==> src/rtl/layer_mem_reader.sv <==
// Burst reader: streams length words from base_addr out of a 1-cycle memory.
// Optional running byte checksum when RD_CHECKSUM_EN is defined.
module layer_mem_reader #(
  parameter int ADDR_SIZE = 19,
  parameter int DATA_W    = 8
) (
  input  logic                 clk,
  input  logic                 reset_n,
  input  logic                 start,
  input  logic [ADDR_SIZE-1:0] base_addr,
  input  logic [ADDR_SIZE-1:0] length,
  output logic [ADDR_SIZE-1:0] mem_addr,
  output logic                 mem_rd,
  input  logic [DATA_W-1:0]    mem_data,
  output logic [DATA_W-1:0]    out_data,
  output logic                 out_valid,
  input  logic                 out_ready,
  output logic                 busy,
  output logic                 done
`ifdef RD_CHECKSUM_EN
  ,
  output logic [15:0]          checksum
`endif
);

  localparam logic [1:0] IDLE  = 2'd0;
  localparam logic [1:0] FETCH = 2'd1;
  localparam logic [1:0] DONE  = 2'd2;

  logic [1:0]           state;
  logic [ADDR_SIZE-1:0] addr_q;
  logic [ADDR_SIZE-1:0] issued_q;
  logic [ADDR_SIZE-1:0] len_q;
  logic [ADDR_SIZE-1:0] rem_q;
  logic                 inflight_q;
  logic [DATA_W-1:0]    fifo_q [2];
  logic                 wr_ptr;
  logic                 rd_ptr;
  logic [1:0]           count_q;

  logic                 pop;
  logic                 pop_fifo;
  logic                 push;
  logic [1:0]           occ;
  logic                 accept;

  // Head of the stream bypasses the FIFO when only the returning word exists.
  always_comb begin
    out_data = '0;
    if (count_q != 2'd0)
      out_data = fifo_q[rd_ptr];
    else if (inflight_q)
      out_data = mem_data;
  end

  assign out_valid = (count_q != 2'd0) | inflight_q;
  assign pop       = out_valid & out_ready;
  assign pop_fifo  = pop & (count_q != 2'd0);
  assign push      = inflight_q & ~(pop & (count_q == 2'd0));
  assign occ       = count_q + {1'b0, inflight_q};
  assign accept    = (state == IDLE) & start;

  assign mem_rd    = (state == FETCH)
                   & (issued_q != len_q)
                   & ((occ - {1'b0, pop}) < 2'd2);
  assign mem_addr  = addr_q;
  assign busy      = (state != IDLE);
  assign done      = (state == DONE);

  // Burst control: state, address, issue and beat counters.
  always_ff @(posedge clk or negedge reset_n) begin
    if (!reset_n) begin
      state    <= IDLE;
      addr_q   <= '0;
      issued_q <= '0;
      len_q    <= '0;
      rem_q    <= '0;
    end else begin
      unique case (state)
        IDLE: begin
          if (start) begin
            addr_q   <= base_addr;
            issued_q <= '0;
            len_q    <= length;
            rem_q    <= length;
            state    <= (length == '0) ? DONE : FETCH;
          end
        end
        FETCH: begin
          if (mem_rd) begin
            addr_q   <= addr_q + 1'b1;
            issued_q <= issued_q + 1'b1;
          end
          if (pop) begin
            rem_q <= rem_q - 1'b1;
            if (rem_q == ADDR_SIZE'(1))
              state <= DONE;
          end
        end
        DONE:    state <= IDLE;
        default: state <= IDLE;
      endcase
    end
  end

  // Return path: one read in flight plus a 2-entry skid FIFO.
  always_ff @(posedge clk or negedge reset_n) begin
    if (!reset_n) begin
      inflight_q <= 1'b0;
      fifo_q[0]  <= '0;
      fifo_q[1]  <= '0;
      wr_ptr     <= 1'b0;
      rd_ptr     <= 1'b0;
      count_q    <= 2'd0;
    end else begin
      inflight_q <= mem_rd;
      if (push) begin
        fifo_q[wr_ptr] <= mem_data;
        wr_ptr         <= ~wr_ptr;
      end
      if (pop_fifo)
        rd_ptr <= ~rd_ptr;
      count_q <= count_q + {1'b0, push} - {1'b0, pop_fifo};
    end
  end

`ifdef RD_CHECKSUM_EN
  // Running sum of transferred beats, restarted on each accepted start.
  always_ff @(posedge clk or negedge reset_n) begin
    if (!reset_n)
      checksum <= '0;
    else if (accept)
      checksum <= '0;
    else if (pop)
      checksum <= checksum + 16'(out_data);
  end
`else
  logic unused_accept;
  assign unused_accept = accept;
`endif

endmodule

==> config.mk <==
export PLATFORM = sky130hd
export DESIGN_NAME = layer_mem_reader
export DESIGN_NICKNAME = d
export VERILOG_FILES = /design/src/rtl/layer_mem_reader.sv
export SDC_FILE = /design/constraint.sdc
export NUM_CORES = 1
export LEC_CHECK = 0
export CORE_AREA = 2 2 100 102
export CTS_BUF_LIST = sky130_fd_sc_hd__clkbuf_4 sky130_fd_sc_hd__clkbuf_8 sky130_fd_sc_hd__clkbuf_16
export DETAILED_ROUTE_END_ITERATION = 10
export DIE_AREA = 0 0 102 104
export PLACE_DENSITY = 0.85
export SYNTH_ARGS = -nofsm -noshare
export SYNTH_HDL_FRONTEND = slang
export SYNTH_SLANG_ARGS = --single-unit
==> constraint.sdc <==
create_clock -name clk -period 5.7 [get_ports clk]
set_input_delay 1.14 -clock clk [delete_from_list [all_inputs] [get_ports clk]]
set_output_delay 1.14 -clock clk [all_outputs]
set_load 0.01 [all_outputs]
### Word level (Yosys, flattened, before mapping)

Cells that the tools add are included.

* output and inout bits: 31
* input port bits: 50
* flip-flop bits (word level): 99

* add/subtract/negate cells: 7
* bitwise operators: 12
* eq/ne operators: 8
* reduce and logical (&&, ||, !) cells: 11
* magnitude comparators: 4
* multiplexer cells: 22

Operators by type and width (number)
* $mux W19: 6
* $pmux W19 S2: 3
* $mux W8: 6
* $add A19 B1 Y19 const B: 2
* $eq A19 B1 Y1 const B: 1
* $logic_not A19 Y1: 1
* $ne A19 B19 Y1: 1
* $sub A19 B1 Y19 const B: 1
* $bwmux W16: 1
* $reduce_and A3 Y1: 3
* $demux W8 S1: 1
* $mux W2: 4
* $and A1 B1 Y1: 6
* $ne A2 B2 Y1 const B: 3
* $reduce_bool A2 Y1: 3
* $add A2 B1 Y2: 2
* $ge A2 B2 Y1 const B: 2
* $logic_not A2 Y1: 2
* $not A1 Y2: 2
* $pmux W2 S2: 1
* $sub A2 B1 Y2: 2
* $not A1 Y1: 3
* $eq A2 B1 Y1 const B: 1
* $eq A2 B2 Y1 const B: 1
* 6 further kinds: 6

### Logic depth before layout (Yosys ltp)

Gate-level depths: netlist (run 1).

* depth in word-level cells: 8
* depth in mapped cells: 10

### Worst setup path before layout (run 1)

No wires, ideal clock.

* path type: input to output
* start: input port out_ready
* end: output port mem_rd
* setup slack: 2238 ps
* cell stages on the path: 7
* arrival: 2322 ps
* buffers on the path: 0
* cell sequence: and2_1 ha_1 xnor2_1 xnor2_1 nor2_1 o21ai_1 inv_1

* cells in the longest elaborated chain, start to end: 4

Ends and longest elaborated chain
* from (decl): RTL line 17 `input logic out_ready,`
* $and A1 B1 Y1: RTL line 57 `assign pop = out_valid & out_ready;`
* $sub A2 B1 Y2: RTL line 65 `& ((occ - {1'b0, pop}) < 2'd2);`
* $lt A2 B2 Y1: RTL line 65
* $and A1 B1 Y1: RTL line 65
* to (decl): RTL line 13 `output logic mem_rd,`

No other way between the ends.

### Worst setup path in the final report (run 1)

Ends and elaborated chain as after synthesis.

==> results of run 1 <==
-- sequential cells by signal (all words and copies together), names as in the netlist --
name and flops:
issued_q 19, count_q 2, mem_addr 19, state 2, rd_ptr 1, inflight_q 1, wr_ptr 1, rem_q 19
fifo_q 16, len_q 19
-- layout by cell type (no fill, tap or decap), drive strengths merged, types with 5 or more instances in the layout --
cell type and n:
dfrtp 99, nand2 93, clkdlybuf4s50 79, nor2 46, nand3 34, a21oi 33
o21ai 33, xor2 20, nor3 18, nor4 17, o211ai 16, mux2 16
inv 14, clkbuf 12, nand4 11, mux2i 10, o22ai 10, o31ai 9
buf 9, or3 8, a22oi 7, ha 7, or2 7, xnor2 5
and3 5
-- logic make-up after synthesis --
logic type | Yosys count | synth area share
simple gates | 256 | 0.2271
compound gates | 146 | 0.1771
flops | 99 | 0.4555
buf+inv | 46 | 0.03244
mux | 26 | 0.05153
xor+xnor | 25 | 0.04026
fa+ha+maj | 7 | 0.01610
-- cell usage after synthesis, types with 9 or more instances --
library cell   n
nor4_1        15
nand3_1       34
nand4_1       11
inv_1         14
dfrtp_1       99
mux2_2        16
xor2_1        20
o21ai_0       30
nand2_1       93
a21oi_1       32
clkbuf_1      27
o31ai_1        9
o22ai_1       10
mux2i_1       10
nor2_1        46
o211ai_1      16
nor3_1        18
-- worst register-to-register path: cells and delay by family, from the launching register on --
family	cells	cell delay [ns]
flip-flops	1	0.55
XOR/XNOR	1	0.15
AO/OA/AOI/OAI	3	1.40
AND/OR/NAND/NOR	3	0.82
adder cells (fa/ha/maj)	1	0.32
-- power breakdown --
group / internal, mW / total [mW] / leakage, nW / switching, mW
logic: 0.838 / 1.90 / 1.40 / 1.06
registers: 1.02 / 1.37 / 1.21 / 0.354
clock network: 0.186 / 0.432 / 0.0918 / 0.246
total: 2.04 / 3.70 / 2.70 / 1.66
-- layout make-up --
class | count | area, µm²
Clock buffer | 12 | 158.9
Clock inverter | 4 | 25.02
Fill cell | 811 | 3018
Inverter | 14 | 52.55
Multi-Input combinational cell | 460 | 2793
Sequential cell | 99 | 2477
Tap cell | 133 | 166.4
Timing Repair Buffer | 88 | 858.3
-- final timing paths --
check	start	end	cells after the start
worst max-delay path	out_ready	mem_rd	9
worst min-delay path	rem_q[10]$_DFFE_PN0P_	rem_q[10]$_DFFE_PN0P_	1
worst max register to register	inflight_q$_DFF_PN0_	mem_addr[17]$_DFFE_PN0P_	8
worst min register to register	rem_q[10]$_DFFE_PN0P_	rem_q[10]$_DFFE_PN0P_	1
max in group asynchronous	reset_n	issued_q[9]$_DFFE_PN0P_	2
min in group asynchronous	reset_n	issued_q[7]$_DFFE_PN0P_	1
-- per-stage QoR --
stage,instances,hold WS [ns]
after global placement,794,0.4819
final,810,0.5089
after floorplan,605,0.4575
after CTS,810,0.5045
after global routing,810,0.5329
after detailed placement,794,0.4816
-- metal layers --
metal,up-vias,share of wire
met1,2489,0.43
met5,-,0
met4,0,0.024
li1,2338,-
met3,34,0.056
met2,204,0.49
==> metrics.yaml, run 1 <==
status:
  status: "complete, no violations"
floorplan:
  num_io_pins: 81
  fp.coreArea_um2: 9549
  die_h_um: 104
  rows: 36
  die_area_um2: 10610
  start_util: 0.5696
  chipWidth_um: 102
placed_design:
  dp_slack_ns: 1.111
  io_buffers: 80
  dp_hpwl_mm: 10.21
  gp_congestion: 0.8665
  dpl_cell_area_um2: 6347
worst_setup_path:
  crit_slowest_cell: "clkdlybuf4s50_1"
  critical_path.top_delay_family: "buffers and inverters"
  critPathKind: "in -> out"
  crit_top_cell: "clkdlybuf4s50_1"
  critPathBufInv: 3
  max_stage_delay_ns: 0.58
  cp-start-kind: "primary input"
  path_max_fanout: 4
  crit_required_ns: 4.56
  end_kind: "primary output"
  arrival_ns: 3.54
  r2r_setup_slack_ns: 2.28
  path_cells: "clkdlybuf4s50_1 > and2_1 > ha_1 > nor2b_1 > xnor2_1 > nor2_1 > o21ai_1 > inv_1 > clkdlybuf4s50_1"
sta:
  timing.slew.headroom: 0.3176
  finalSetupViolCount: 0
  skew_ns: 0.006833
  worst_slack_ns: 1.018
  min_period_over_period: 0.8214
  slew_viol_final: 0
  hold_viol_final: 0
  worstMarginPinSlew_ns: 1.024
  max_freq_ghz: 0.2136
  rsz0062_at_grt: "no"
  fin_tns_setup_ns: 0
  fin_crit_ns: 4.682
routing:
  drtAntennaViolNets: 0
  drcViolationCount: 0
  routed_wirelength_mm: 14.48
  first_iter_violations: 447
  viasPerCell: 6.253
  first_pass_iters: 6
  wire_per_inst_um: 17.88
  vias: 5065
global_routing:
  gr-usage-all-layers: 0.2832
  grt_start_max_net_pins: 64
  grt_pass1_wl_mm: 24.15
  grt-ovfl-total: 0
  antenna_found_initial: 0
  grt_pass1_vias: 5056
  gr-usage-met1: 0.3957
  grt-busiest-layer: "met2"
  met2_usage: 0.4436
  grtUsageMet3: 0.04570
logic_synthesis:
  yosys-top-cells-area: "dfrtp_1, nand2_1, mux2_2"
  yosys.area.top_type: "dfrtp_1"
  yosys_warnings: 0
  syn_inst: 605
  syn_nets: 662
  ys_seq_area_frac: 0.4555
  ys_async_sr_fraction: 1.000
  synth_area_um2: 5439
  synth_cell_types: 60
  synth-main-ff-cell: "dfrtp_1"
  synth_edf_count: 0
  ys_ff_latch: 99
  yosys.area.top_type_share: 0.4555
  syn_area_per_cell_um2: 8.990
clock_tree:
  clock-sinks: 99
  cts_tree: "yes"
  ctsResizeCount: 0
  cts_root_buf: "clkbuf_8"
  insertion_delay_ns: 0.37
  post_cts_buffers: 0
  clk_pin_slew_ns: 0.09
  ctsHoldBuffers: 0
  clk_path_buf_depth: 2
  cts.htree.levels: 3
  cts_buffers: 9
final_layout:
  drive_above_1_share: 0.08272
  final_util: 0.6840
  finalInstanceArea_um2: 6531
  nNetsFinal: 729
  area_growth_pct: 20.08
  antenna_cells: 0
pwr:
  vdd_drop_max_v: 0.0004230
  powerDensity_nw_per_um2: 566.1
  power_mw: 3.697
  p_leak_nw: 2.701
hold_path:
  hold_path.class: "reg -> reg"
flow_run:
  cap_violations: 0
(Power assumes the default switching activity.)
==> run 2, diff against run 1 <==
- CORE_AREA: 2 2 100 102 -> 2 2 103 105
- DIE_AREA: 0 0 102 104 -> 0 0 105 107
- PLACE_DENSITY: 0.85 -> 0.8
- clock period: 5.7 -> 4.7 ns (I/O delays scaled with it)
==> run 2 against run 1 <==
  * Final area grew 0.90%
  * Hold slack gained 0.0023 ns
  * Count of clock-buffer cells in the layout shrank 3
  * Combinational power grew 21%
  * Non-clock buffer count grew 2
  * Global-route usage shrank 2.9 points
  * Critical path type unchanged
  * Critical endpoint unchanged
  * Largest power group unchanged
==> metrics.yaml, run 2 (synthesis results as in run 1) <==
sta:
  fin_hold_ws_ns: 0.5113  # was 0.5089 ns
  fin_crit_ns: 4.267
  finalSetupViolCount: 0  # unchanged
  fin_tns_setup_ns: 0  # unchanged
  slew_viol_final: 0  # unchanged
  rsz0062_at_grt: "no"  # unchanged
  skew_ns: 0.01164  # was 0.006833 ns
  min_period_over_period: 0.9079
  max_freq_ghz: 0.2343
  worstMarginPinSlew_ns: 0.9966  # was 1.024 ns
  hold_viol_final: 0  # unchanged
  worst_slack_ns: 0.4327  # was 1.018 ns
  timing.slew.headroom: 0.3331  # was 0.3176
final_layout:
  antenna_cells: 0  # unchanged
  drive_above_1_share: 0.08542  # was 0.08272
  nNetsFinal: 731  # was 729
  final_util: 0.6530  # was 0.6840
  area_growth_pct: 21.16  # was 20.08%
  final-instance-count-excl-fill: 815  # was 810
  layout_commonest_cell: "dfrtp_1"  # unchanged
  finalInstanceArea_um2: 6590  # was 6531 µm²
  final_cell_mix: "dfrtp_1, nand2_1, clkdlybuf4s50_1, nor2_1, nand3_1"  # unchanged
worst_setup_path:
  max_stage_delay_ns: 0.57  # was 0.58 ns
  critical_path.top_delay_family: "buffers and inverters"  # unchanged
  path_cells: "clkdlybuf4s50_1 > and2_1 > ha_1 > nor2b_1 > xnor2_1 > nor2_1 > o21ai_1 > inv_1 > clkdlybuf4s50_1"  # unchanged
  crit_top_cell: "clkdlybuf4s50_1"  # unchanged
  crit_slowest_cell: "clkdlybuf4s50_1"  # unchanged
  path_depth: 9  # unchanged
  cp-start-kind: "primary input"  # unchanged
  critPathBufInv: 3  # unchanged
  critPathKind: "in -> out"  # unchanged
  end_kind: "primary output"  # unchanged
  arrival_ns: 3.33  # was 3.54 ns
  path_max_fanout: 4  # unchanged
  r2r_setup_slack_ns: 1.19  # was 2.28 ns
  ff2ff_path_depth: 10  # was 8
  crit_required_ns: 3.76  # was 4.56 ns
pwr:
  vdd_drop_max_v: 0.0005623  # was 0.0004230 V
  power_mw: 4.544  # was 3.697 mW
  switching_share: 0.4361  # was 0.4483
  p_leak_nw: 2.721  # was 2.701 nW
  p_int_mw: 2.563  # was 2.040 mW
  p_comb_frac: 0.503  # was 0.513
  p_clk_frac: 0.134  # was 0.117
  pwr-share-seq: 0.362  # was 0.370
  powerDensity_nw_per_um2: 689.6  # was 566.1 nW/µm²
  p_switching_mw: 1.982  # was 1.657 mW
routing:
  viasPerCell: 6.144  # was 6.253
  first_iter_violations: 460  # was 447
  drtAntennaViolNets: 0  # unchanged
  routed_wirelength_mm: 14.12  # was 14.48 mm
  vias: 5007  # was 5065
  drcViolationCount: 0  # unchanged
  first_pass_iters: 5  # was 6
  wire_per_inst_um: 17.33  # was 17.88 µm
flow_run:
  cap_violations: 0  # unchanged
hold_path:
  min_path_cells: 1  # unchanged
  hold_path.class: "reg -> reg"  # unchanged
placed_design:
  gp_congestion: 0.8889  # was 0.8665
  dpl_cell_area_um2: 6366  # was 6347 µm²
  dp_hpwl_mm: 9.946  # was 10.21 mm
  dpl.cell_count: 799  # was 794
  dp_slack_ns: 0.4579  # was 1.111 ns
  io_buffers: 80  # unchanged
status:
  status: "complete, no violations"  # unchanged
clock_tree:
  ctsHoldBuffers: 0  # unchanged
  cts_buffers: 9  # unchanged
  cts_tree: "yes"  # unchanged
  post_cts_buffers: 0  # unchanged
  insertion_delay_ns: 0.36  # was 0.37 ns
  cts.htree.levels: 3  # unchanged
  clock-sinks: 99  # unchanged
  clk_path_buf_depth: 2  # unchanged
  clk_pin_slew_ns: 0.09  # about the same
  cts_root_buf: "clkbuf_8"  # unchanged
  ctsResizeCount: 0  # unchanged
global_routing:
  grt-ovfl-total: 0  # unchanged
  grt_pass1_vias: 4753  # was 5056
  antenna_found_initial: 0  # unchanged
  gr-usage-all-layers: 0.2546  # was 0.2832
  grt_start_max_net_pins: 59  # was 64
  grt_pass1_wl_mm: 23.22  # was 24.15 mm
floorplan:
  num_io_pins: 81  # unchanged
  start_util: 0.5389  # was 0.5696
  rows: 37  # was 36
  fp.coreArea_um2: 10090  # was 9549 µm²
  die_area_um2: 11240  # was 10610 µm²
  chipWidth_um: 105  # was 102 µm
  die_h_um: 107  # was 104 µm
## run 2: cell types whose count changed in the layout (fill, tap and decap cells not counted), sizes merged
cell	change
bufinv	+2
buf	+2
clkinvlp	+1
clkinv	-1
inv	+1
clkbuf	-3
## run 2: path summary, 6_finish.rpt
kind,from,end
setup / recovery,out_ready,mem_rd
hold / removal,wr_ptr$_DFFE_PN0N_,wr_ptr$_DFFE_PN0N_
setup reg to reg,inflight_q$_DFF_PN0_,issued_q[18]$_DFFE_PN0P_
hold reg to reg,wr_ptr$_DFFE_PN0N_,wr_ptr$_DFFE_PN0N_
max in group asynchronous,reset_n,len_q[12]$_DFFE_PN0P_
min in group asynchronous,reset_n,issued_q[12]$_DFFE_PN0P_
## run 2: power by group through the flow
stage / sequential (mW) / combinational (mW) / clock, mW
2_1_floorplan: 1.55 / 1.52 / 0
3_3_place_gp: 1.63 / 2.21 / 0
3_5_place_dp: 1.65 / 2.27 / 0
4_1_cts: 1.64 / 2.28 / 0.620
5_1_grt: 1.70 / 2.53 / 0.651
6_report: 1.65 / 2.29 / 0.611
## run 2: cell type report
class,instances,area (µm²)
Tap cell,136,170.2
Inverter,14,52.55
Clock buffer,9,123.9
Fill cell,855,3502
Sequential cell,99,2477
Timing Repair Buffer,90,873.3
Multi-Input combinational cell,460,2793
Clock inverter,7,100.1
## run 2: routing by layer
metal  routed length, µm  track usage
met4                 301      0.09333
met3                 846      0.02979
met1                6247       0.3615
met5                   0            0
met2                6725       0.4045
## run 2: worst reg2reg max path, stage by stage, from the launching register on
cell,delay (ns)
dfrtp_1,0.53
or3_1,0.43
and2_1,0.22
ha_1,0.28
nor2b_1,0.13
xnor2_1,0.17
a21oi_2,0.37
o21ai_1,0.42
buf_4,0.33
nor4_1,0.33
mux2i_1,0.22
